**src/rtl/fetch_unit.sv**
```systemverilog
// Instruction fetch: owns the fetch PC, requests words from imem, and queues {pc, inst} for decode.
// Latency: a word acked at edge N is presented on inst/inst_pc from cycle N+1; zero-wait memory sustains 1 inst/cycle.
// Backpressure: when the queue is full no request is issued; refill restarts one cycle after the first pop.
module fetch_unit #(
  parameter int          DEPTH    = 2,
  parameter logic [31:0] RESET_PC = 32'h0000_0000
) (
  input  logic        clk,
  input  logic        rst_n,
  output logic        imem_req,
  output logic [31:0] imem_addr,
  input  logic        imem_ack,
  input  logic [31:0] imem_rdata,
  input  logic        redirect,
  input  logic [31:0] redirect_pc,
  output logic        inst_valid,
  output logic [31:0] inst,
  output logic [31:0] inst_pc,
  input  logic        inst_ready
);

  localparam int PW = (DEPTH > 1) ? $clog2(DEPTH) : 1;
  localparam int CW = $clog2(DEPTH + 1);

  localparam logic [1:0] S_IDLE = 2'd0;
  localparam logic [1:0] S_REQ  = 2'd1;
  localparam logic [1:0] S_DROP = 2'd2;

  logic [1:0]    state;
  logic [31:0]   fetch_pc;
  logic [31:0]   req_addr;
  logic [31:0]   fetch_pc_inc;

  logic [31:0]   q_inst [DEPTH];
  logic [31:0]   q_pc   [DEPTH];
  logic [PW-1:0] head;
  logic [PW-1:0] tail;
  logic [CW-1:0] count;
  logic [CW-1:0] count_next;

  logic          push;
  logic          pop;

  // A request stays visible (with a frozen address) until the memory acks it,
  // even when its response is going to be thrown away.
  assign imem_req     = (state == S_REQ) || (state == S_DROP);
  assign imem_addr    = req_addr;

  assign inst_valid   = (count != '0);
  assign inst         = q_inst[head];
  assign inst_pc      = q_pc[head];

  // Redirect wins over both queue operations: the whole queue is dead anyway.
  assign pop          = inst_valid && inst_ready && !redirect;
  assign push         = imem_ack && (state == S_REQ) && !redirect;

  assign count_next   = count + CW'(push) - CW'(pop);
  assign fetch_pc_inc = fetch_pc + 32'd4;

  // Fetch FSM, fetch PC and the address of the outstanding request.
  always_ff @(posedge clk or negedge rst_n) begin
    if (!rst_n) begin
      state    <= S_IDLE;
      fetch_pc <= RESET_PC;
      req_addr <= RESET_PC;
    end else if (redirect) begin
      fetch_pc <= redirect_pc;
      // An un-acked request cannot be withdrawn, so wait it out in DROP;
      // if it is acked right now its data is simply not pushed.
      if (((state == S_REQ) || (state == S_DROP)) && !imem_ack) begin
        state <= S_DROP;
      end else begin
        state <= S_IDLE;
      end
    end else begin
      case (state)
        S_IDLE: begin
          if (count < CW'(DEPTH)) begin
            state    <= S_REQ;
            req_addr <= fetch_pc;
          end
        end
        S_REQ: begin
          if (imem_ack) begin
            fetch_pc <= fetch_pc_inc;
            // Only chain the next request if its word will have a slot.
            if (count_next < CW'(DEPTH)) begin
              req_addr <= fetch_pc_inc;
            end else begin
              state <= S_IDLE;
            end
          end
        end
        S_DROP: begin
          if (imem_ack) begin
            state <= S_IDLE;
          end
        end
        default: state <= S_IDLE;
      endcase
    end
  end

  // Circular instruction queue; pointers wrap naturally since DEPTH is a power of two.
  always_ff @(posedge clk or negedge rst_n) begin
    if (!rst_n) begin
      head  <= '0;
      tail  <= '0;
      count <= '0;
      for (int i = 0; i < DEPTH; i++) begin
        q_inst[i] <= '0;
        q_pc[i]   <= '0;
      end
    end else if (redirect) begin
      head  <= '0;
      tail  <= '0;
      count <= '0;
    end else begin
      if (push) begin
        q_inst[tail] <= imem_rdata;
        q_pc[tail]   <= req_addr;
        tail         <= tail + PW'(1);
      end
      if (pop) begin
        head <= head + PW'(1);
      end
      count <= count_next;
    end
  end

endmodule

```
**config.mk**
```make
export PLATFORM = sky130hd
export DESIGN_NAME = fetch_unit
export DESIGN_NICKNAME = d
export VERILOG_FILES = /design/src/rtl/fetch_unit.sv
export SDC_FILE = /design/constraint.sdc
export NUM_CORES = 1
export LEC_CHECK = 0
export CAP_MARGIN = 20
export CORE_UTILIZATION = 47
export DETAILED_ROUTE_END_ITERATION = 8
export PLACE_DENSITY = 0.82
export SLEW_MARGIN = 30
export SYNTH_ARGS = -nofsm -noshare
export SYNTH_HDL_FRONTEND = slang
export SYNTH_SLANG_ARGS = --single-unit
```
**constraint.sdc**
```tcl
create_clock -name clk -period 5 [get_ports clk]
set_clock_uncertainty 0.1 [all_clocks]
set_input_delay 1 -clock clk [delete_from_list [all_inputs] [get_ports clk]]
set_output_delay 1 -clock clk [all_outputs]
set_load 0.1 [all_outputs]
```
* Word level (Yosys, flattened, before mapping) *
Index checks and enable logic that the tools add are counted.

storage, ports and cells
  flip-flop bits (word level) = 198
  input bits = 69
  output and inout bits = 98
  logic and storage cells = 81

cells by class
  $add $sub $neg = 5
  order comparisons = 5
  eq/ne operators = 9
  mux-type cells = 29
  bitwise gates (word level) = 3
  reduce and logical (&&, ||, !) cells = 20

operators by type and width
  cell                                            number
  2-to-1 mux 32 bit                               13
  bitwise mux 64 bit                              2
  case mux 32 bit (2 select lines)                1
  adder 32 x 3 -> 32 bit (second input constant)  1
  demux 32 bit (select 1 bit)                     1
  2-to-1 mux 2 bit                                7
  != test 3 bit (second input constant)           4
  nonzero test 2 bit                              6
  logical AND 1 bit                               6
  case mux 2 bit (3 select lines)                 1
  AND reduction 5 bit                             1
  >= comparator 2 bit (second input constant)     2
  < comparator 2 bit (second input constant)      2
  2-to-1 mux 1 bit                                4
  != test 2 bit (second input constant)           2
  inverter 1 -> 2 bit                             2
  AND reduction 2 bit                             2
  AND reduction 4 bit                             1
  adder 1 bit (second input constant)             2
  adder 2 x 1 -> 2 bit                            1
  == test 2 x 1 -> 1 bit (second input constant)  1
  == test 2 bit (second input constant)           1
  logical NOT 1 bit                               2
  logical NOT 2 bit                               1
  5 further kinds                                 5

* Logic depth before layout (Yosys ltp) *
Gate-level depths: netlist of run 1.

  depth in word-level cells = 10
  depth in mapped cells = 14
  depth with buffers taken out = 13

* Worst setup path after synthesis of run 1 *
Ideal clock, no wire load.

  path kind = input-to-reg
  start = input redirect
  end = register req_addr[24], in the netlist imem_addr[24]
  setup time = 0.077 ns
  arrival time = 3.280 ns
  data required time = 4.823 ns
  slack = 1.543 ns
  cell stages on the path = 12
  path buffers = 3
  cells stage by stage = clkbuf_1 > clkbuf_1 > nor2_1 > ha_1 > inv_1 > ha_1 > xor2_1 > mux2i_1 > a21oi_1 > clkbuf_1 > nand2_1 > o21ai_1

between the ends
  word-level cells in the longest chain between the ends = 7
  elaborated cells between the ends (all ways) = 9
  classes of those cells = add/sub: 2; order compare: 1; eq/ne: 1; bitwise: 1; reduce/logical: 4

RTL lines
  what                                     RTL line  text
  start, declared                          14        input logic redirect,
  logical NOT 1 bit                        54, 55
  logical AND 1 bit                        55        assign push = imem_ack && (state == S_REQ) && !redirect;
  adder 2 x 1 -> 2 bit                     57        assign count_next = count + CW'(push) - CW'(pop);
  subtractor 2 x 1 -> 2 bit                57
  < comparator 2 bit                       87        if (count_next < CW'(DEPTH)) begin
  != test 2 x 1 -> 1 bit (no source line)  n/a
  AND reduction 5 bit (no source line) *   n/a
  end signal, assigned                     80        req_addr <= fetch_pc;
  end signal, assigned                     88        req_addr <= fetch_pc_inc;
  end, declared                            31        logic [31:0] req_addr;

Mark *: on every way between the ends. The rest lies on a longest branch, timed or not.
A chain may end at the register's enable or synchronous reset.

* Final worst setup path of run 1 *
  start = input imem_ack
  end = register req_addr[0], in the netlist imem_addr[0]

between the ends
  word-level cells in the longest chain between the ends = 7
  elaborated cells between the ends (all ways) = 8
  classes of those cells = add/sub: 2; order compare: 1; eq/ne: 2; reduce/logical: 3

RTL lines
  what                                     RTL line  text
  start, declared                          12        input logic imem_ack,
  logical AND 1 bit (2 in series)          55
  adder 2 x 1 -> 2 bit                     57
  subtractor 2 x 1 -> 2 bit                57
  < comparator 2 bit                       87
  != test 2 x 1 -> 1 bit (no source line)  n/a
  AND reduction 5 bit (no source line) *   n/a

Marks and branches as above.

==> results of run 1 <==
[cell usage in the layout, fill, tap and decap left out, types with 2 or more instances in the layout]
master and count:
or3_1 2, nor4_1 3, buf_2 4, nor3_1 10, xnor2_1 46, or4_1 2, mux2_1 26, and4_1 3
inv_1 7, nand2_1 74, mux2_2 172, xor2_1 15, nand4_1 8, clkinv_2 3, or2_2 2, buf_12 2
mux2i_1 4, ha_1 6, nand3_1 11, clkbuf_8 6, clkbuf_16 17, clkinvlp_4 2, clkdlybuf4s50_1 161, o21ai_1 34
dfrtp_1 197, and3_1 2, nor4_2 12, o21ai_0 25, nor2_1 20, buf_4 7, nor3_2 8
[per-layer routing]
layer  global-route usage [%]  up-vias  part of all wire, %
li1                         -     2925                    -
met1                    26.65     2989                   46
met2                    32.79      166                   47
met3                    4.292       28                  4.6
met4                    8.942        0                  2.5
met5                        0        -                    0
[final cells by class]
| type | instances | area [um^2] |
|---|---|---|
| Fill cell | 1558 | 7677 |
| Sequential cell | 198 | 4956 |
| Multi-Input combinational cell | 499 | 4145 |
| Timing Repair Buffer | 175 | 1739 |
| Clock buffer | 24 | 511.7 |
| Tap cell | 265 | 331.6 |
| Clock inverter | 7 | 68.82 |
| Inverter | 8 | 30.03 |
| Antenna cell | 1 | 2.502 |
[critical path, cell delays in order]
cell and delay [ns]:
clkdlybuf4s50_1 0.57, nand2_1 0.21, nor2_1 0.36, inv_2 0.10
ha_1 0.29, inv_1 0.04, ha_1 0.17, xor2_1 0.34
mux2i_1 0.19, a21oi_4 0.21, buf_4 0.33, mux2_2 0.37
[cells by family after synthesis]
group | synth area share (%)
flip-flops | 53.23
multiplexers | 24.38
XOR/XNOR | 5.739
adder cells (fa/ha/maj) | 0.8064
AO/OA/AOI/OAI | 3.495
AND/OR/NAND/NOR | 9.879
buffers and inverters | 2.473
[state kept, by name, indices dropped and copies added, names as in the netlist]
| register | count |
|---|---|
| state | 2 |
| q_pc | 64 |
| imem_addr | 32 |
| tail | 1 |
| head | 1 |
| q_inst | 64 |
| count | 2 |
| fetch_pc | 32 |
[metrics by stage]
step           instances  utilization [%]
2_1_floorplan        749                -
3_3_place_gp        1145            57.63
3_5_place_dp        1145            57.58
4_1_cts             1176            60.56
5_1_grt             1176            60.54
6_report            1177            60.55
[worst max path at each step]
stage / start / to / depth (start not counted)
after floorplan: redirect / imem_addr[24]$_DFFE_PN0P_ / 12
after detailed placement: imem_ack / imem_addr[0]$_DFFE_PN0P_ / 12
after CTS: imem_ack / imem_addr[0]$_DFFE_PN0P_ / 12
after global placement: imem_ack / imem_addr[0]$_DFFE_PN0P_ / 12
final: imem_ack / imem_addr[0]$_DFFE_PN0P_ / 12
after global routing: imem_ack / imem_addr[0]$_DFFE_PN0P_ / 12
==> flow_summary_export.csv, run 1 <==
group,metric,value,unit
status,status,"finished, final reports clean",
synthesis,syn-num-nets,824,
die,dieArea,20370,um^2
synthesis,synth_edf_count,0,
sta,rsz0062_at_grt,"false",
worst_hold_path,holdPathStages,1,
layout,finalInstanceArea,11790,um^2
sta,fin_tns_setup,0,ns
worst_hold_path,hp-class,"register to register",
die,row_count,51,
clock_network,cts_buffer_depth,2,
layout,area_growth,26.60,%
drt,drt-wirelength-per-cell,16.93,um
sta,holdWs,0.3860,ns
global_routing,antenna_found_initial,1,
die,start_util,47.83,%
worst_hold_path,hold_path_end,"q_pc[35]$_DFFE_PN0P_",
drt,antenna_left,0,
setup_path,reg2reg_from,"state[1]$_DFFE_PN0P_",
clock_network,post-cts-setup-buffers,0,
synthesis,syn-cell-area,9309,um^2
synthesis,netlist.area_leader.share,53.23,%
clock_network,ctsResizeCount,0,
placement,hpwlAfterDp,13510,um
synthesis,postSynthCellCount,749,
setup_path,cp-end-kind,"register",
clock_network,cts.reportedPaths.clkPinSlew,0.06,ns
clock_network,ctsHoldBuffers,0,
die,die_y,142.7,um
worst_hold_path,min_from,"q_pc[35]$_DFFE_PN0P_",
drt,dr.pass1.iters,5,
synthesis,avgSynthCellArea,12.43,um^2
global_routing,grt_max_degree,115,
sta,slew_violations,0,
setup_path,startpoint_type,"primary input",
sta,setup_viol,0,
sta,tightest_slew,1.045,ns
clock_network,cts_tree,"done",
clock_network,numCtsBuffers,17,
clock_network,htree_num_levels,4,
synthesis,yosysSeqAreaShare,53.23,%
sta,relSlewSlack,30.09,%
die,die_w,142.7,um
job,maxCapViolations,0,
global_routing,track_usage,20.40,%
global_routing,grt_pass1_vias,6181,
setup_path,rr_endpoint,"imem_addr[0]$_DFFE_PN0P_",
synthesis,synth_flop_cell,"dfrtp_1",
sta,period_share,79.51,%
drt,vias_per_cell,5.189,
global_routing,overflow,0,
synthesis,netlist_top_cells_count,"198 x dfrtp_1, 172 x mux2_2, 75 x nand2_1, 46 x xnor2_1, 34 x o21ai_1",
layout,nets,974,
placement,place_congestion,0.8170,
synthesis,ys_ff_latch,198,
synthesis,synth.area.top_cells,"dfrtp_1 53%, mux2_2 21%, xnor2_1 4.3%",
synthesis,yosysMostFrequentCell,"dfrtp_1",
die,core-area,19460,um^2
synthesis,yosys.area.top_type,"dfrtp_1",
layout,drive_gt1_share,27.11,%
clock_network,clkSinkCount,198,
sta,fin_crit,3.976,ns
drt,routed_wl,19930,um
sta,hold_viol_final,0,
clock_network,cts-root-buf,"clkbuf_16",
drt,drt_iter0_markers,265,
drt,drc_errors,0,
clock_network,clk_latency,0.42,ns
placement,io_buffers,166,
drt,vias,6108,
setup_path,cp_max_fo,35,
setup_path,r2r.worst_path.cells,13,
synthesis,async_flop_share,100.0,%
placement,place_ws,0.6096,ns
sta,fmax,0.2515,GHz
setup_path,r2r_setup_slack,1.12,ns
setup_path,path_class,"primary input to register",
setup_path,cp.required,5.21,ns
placement,placed_area,11210,um^2
die,io_pins,167,
synthesis,synth.distinct_cells,41,
global_routing,grt_pass1_wl,32120,um
sta,worst_slack,1.024,ns
setup_path,worstPathArrival,4.18,ns
synthesis,yosysWarnings,0,
Power of run 1 is left out: the tool's default activity adds up to more than one toggle a clock period on the data nets, which glitch-free logic cannot reach.
==> run 2, diff against run 1 <==
==> constraint.sdc (replaced) <==
create_clock -name clk -period 4 [get_ports clk]
set_clock_uncertainty 0.1 [all_clocks]
set_input_delay 0.8 -clock clk [delete_from_list [all_inputs] [get_ports clk]]
set_output_delay 0.8 -clock clk [all_outputs]
set_load 0.1 [all_outputs]
==> run 2 against run 1 <==
  * Sequential share of layout area increased by 0.33 points
  * Via count rose by 0.47%
  * Worst setup slack got worse by 0.39 ns
  * Worst hold slack lost 0.072 ns
  * Global-route usage barely moved
  * Critical endpoint is now imem_addr[17]$_DFFE_PN0P_
==> flow_summary_export.csv, run 2 (synthesis results as in run 1) <==
group,metric,value,unit
placement,io_buffers,166,
clock_network,clk_latency,0.43,ns
die,start_util,47.83,%
layout,layout_commonest_cell,"dfrtp_1",
die,die_w,142.7,um
global_routing,grt_pass1_wl,32010,um
setup_path,slowest_delay,0.59,ns
setup_path,startpoint,"imem_ack",
layout,reg_top3,"q_inst: 64 flops, q_pc: 64 flops",
sta,tightest_slew,1.037,ns
drt,drt-wirelength-per-cell,17.01,um
layout,n_fill_cell,1583,
clock_network,ctsResizeCount,0,
layout,drive_gt1_share,34.72,%
placement,place_congestion,0.8297,
clock_network,clkSinkCount,198,
setup_path,cp-end-kind,"register",
layout,final-seq-area,4956,um^2
setup_path,cp_slowest_cell,"a21oi_4",
placement,place_ws,0.1925,ns
sta,fin_crit,3.366,ns
status,status,"finished, final reports clean",
global_routing,grt_pass1_vias,6165,
die,core-area,19460,um^2
setup_path,crit_cells,12,
sta,setup_viol,0,
clock_network,cts_buffer_depth,2,
setup_path,r2r.worst_path.cells,13,
die,io_pins,167,
drt,drc_errors,0,
drt,drt_iter0_markers,230,
clock_network,ctsHoldBuffers,0,
die,die_y,142.7,um
drt,vias,6137,
drt,dr.pass1.iters,4,
global_routing,overflow,0,
setup_path,startpoint_type,"primary input",
clock_network,htree_num_levels,4,
die,row_count,51,
sta,relSlewSlack,30.62,%
sta,period_share,84.14,%
sta,fmax,0.2971,GHz
sta,hold_viol_final,0,
setup_path,path_class,"primary input to register",
sta,fin_tns_setup,0,ns
placement,hpwlAfterDp,13900,um
die,dieArea,20370,um^2
global_routing,track_usage,20.43,%
layout,multi_input_area,4145,um^2
layout,finalInstanceArea,11690,um^2
setup_path,r2r_setup_slack,0.82,ns
setup_path,cp.required,4.20,ns
setup_path,reg2reg_from,"state[1]$_DFFE_PN0P_",
setup_path,cp_max_fo,32,
layout,final_cell_mix,"197 x dfrtp_1, 172 x mux2_2, 96 x clkdlybuf4s50_1",
setup_path,critical_path.top_delay_family,"buffers and inverters",
layout,nets,978,
clock_network,cts_tree,"done",
sta,rsz0062_at_grt,"false",
job,maxCapViolations,0,
clock_network,post-cts-setup-buffers,0,
worst_hold_path,hp-class,"primary input to async pin",
sta,slew_violations,0,
global_routing,grt_max_degree,94,
global_routing,antenna_found_initial,1,
placement,placed_area,11090,um^2
clock_network,numCtsBuffers,17,
clock_network,cts.reportedPaths.clkPinSlew,0.07,ns
layout,num_antenna_cells,0,
setup_path,critPathCapture,"imem_addr[17]$_DFFE_PN0P_",
drt,routed_wl,20090,um
setup_path,rr_endpoint,"imem_addr[17]$_DFFE_PN0P_",
setup_path,cpMostUsedCell,"ha_1",
drt,antenna_left,0,
clock_network,cts-root-buf,"clkbuf_16",
layout,area_growth,25.62,%
setup_path,worstPathArrival,3.56,ns
setup_path,path_cells,"clkdlybuf4s50_1 -> nand2_1 -> nor2_1 -> inv_2 -> ha_1 -> inv_1 -> ha_1 -> xor2_1 -> mux2i_1 -> a21oi_4 -> buf_4 -> o21ai_0",
drt,vias_per_cell,5.196,
setup_path,path_buf_inv,4,
sta,worst_slack,0.6343,ns
## run 2: cell count changes in the layout (fill, tap and decap cells not counted), moves of 2 or more
cell / before / now
buf_4: 7 / 74
clkinvlp_4: 2 / 6
inv_6: 0 / 2
buf_12: 2 / 4
clkinv_2: 3 / 1
clkbuf_8: 6 / 3
clkdlybuf4s50_1: 161 / 96
## run 2: worst min-delay path by stage
stage | start | endpoint | slack [ns] | depth (start not counted)
floorplan | q_inst[52]$_DFFE_PN0P_ | q_inst[52]$_DFFE_PN0P_ | 0.35 | 1
global placement | q_pc[38]$_DFFE_PN0P_ | q_pc[38]$_DFFE_PN0P_ | 0.36 | 1
detailed placement | q_pc[35]$_DFFE_PN0P_ | q_pc[35]$_DFFE_PN0P_ | 0.37 | 1
CTS | rst_n | q_inst[11]$_DFFE_PN0P_ | 0.35 | 1
global route | rst_n | q_inst[43]$_DFFE_PN0P_ | 0.37 | 1
finish | rst_n | q_inst[11]$_DFFE_PN0P_ | 0.31 | 1
## run 2: cell type report
type | count | share of cell area (%)
inverter | 8 | 0.2568
clock inverter | 13 | 1.263
clock buffer | 19 | 3.873
timing repair buffer | 179 | 13.94
sequential | 198 | 42.38
tap | 265 | 2.835
multi-input combinational | 499 | 35.45
## run 2: worst reg2reg max path: cells and delay by family (launching register included)
kind	cells	cell delay [ns]
AO/OA/AOI/OAI	2	0.73
XOR/XNOR	1	0.22
adder cells (fa/ha/maj)	3	0.61
buffers and inverters	4	0.64
flip-flops	1	0.39
multiplexers	1	0.15
AND/OR/NAND/NOR	2	0.22
## run 2: through the flow
step	util, %	hold slack [ns]	cells
after floorplan	-	0.3541	749
after global placement	57.07	0.3629	1149
after detailed placement	57.00	0.3722	1149
after CTS	60.08	0.3466	1181
after global routing	60.08	0.3706	1181
final	60.08	0.3139	1181
## run 2: routing by layer
layer  global-route usage, %  wire (um)
met4                   8.432        449
met5                       0         14
met1                   26.79       9369
met2                   32.48       9281
met3                   4.896        973
Power of run 2 is left out for the same reason.
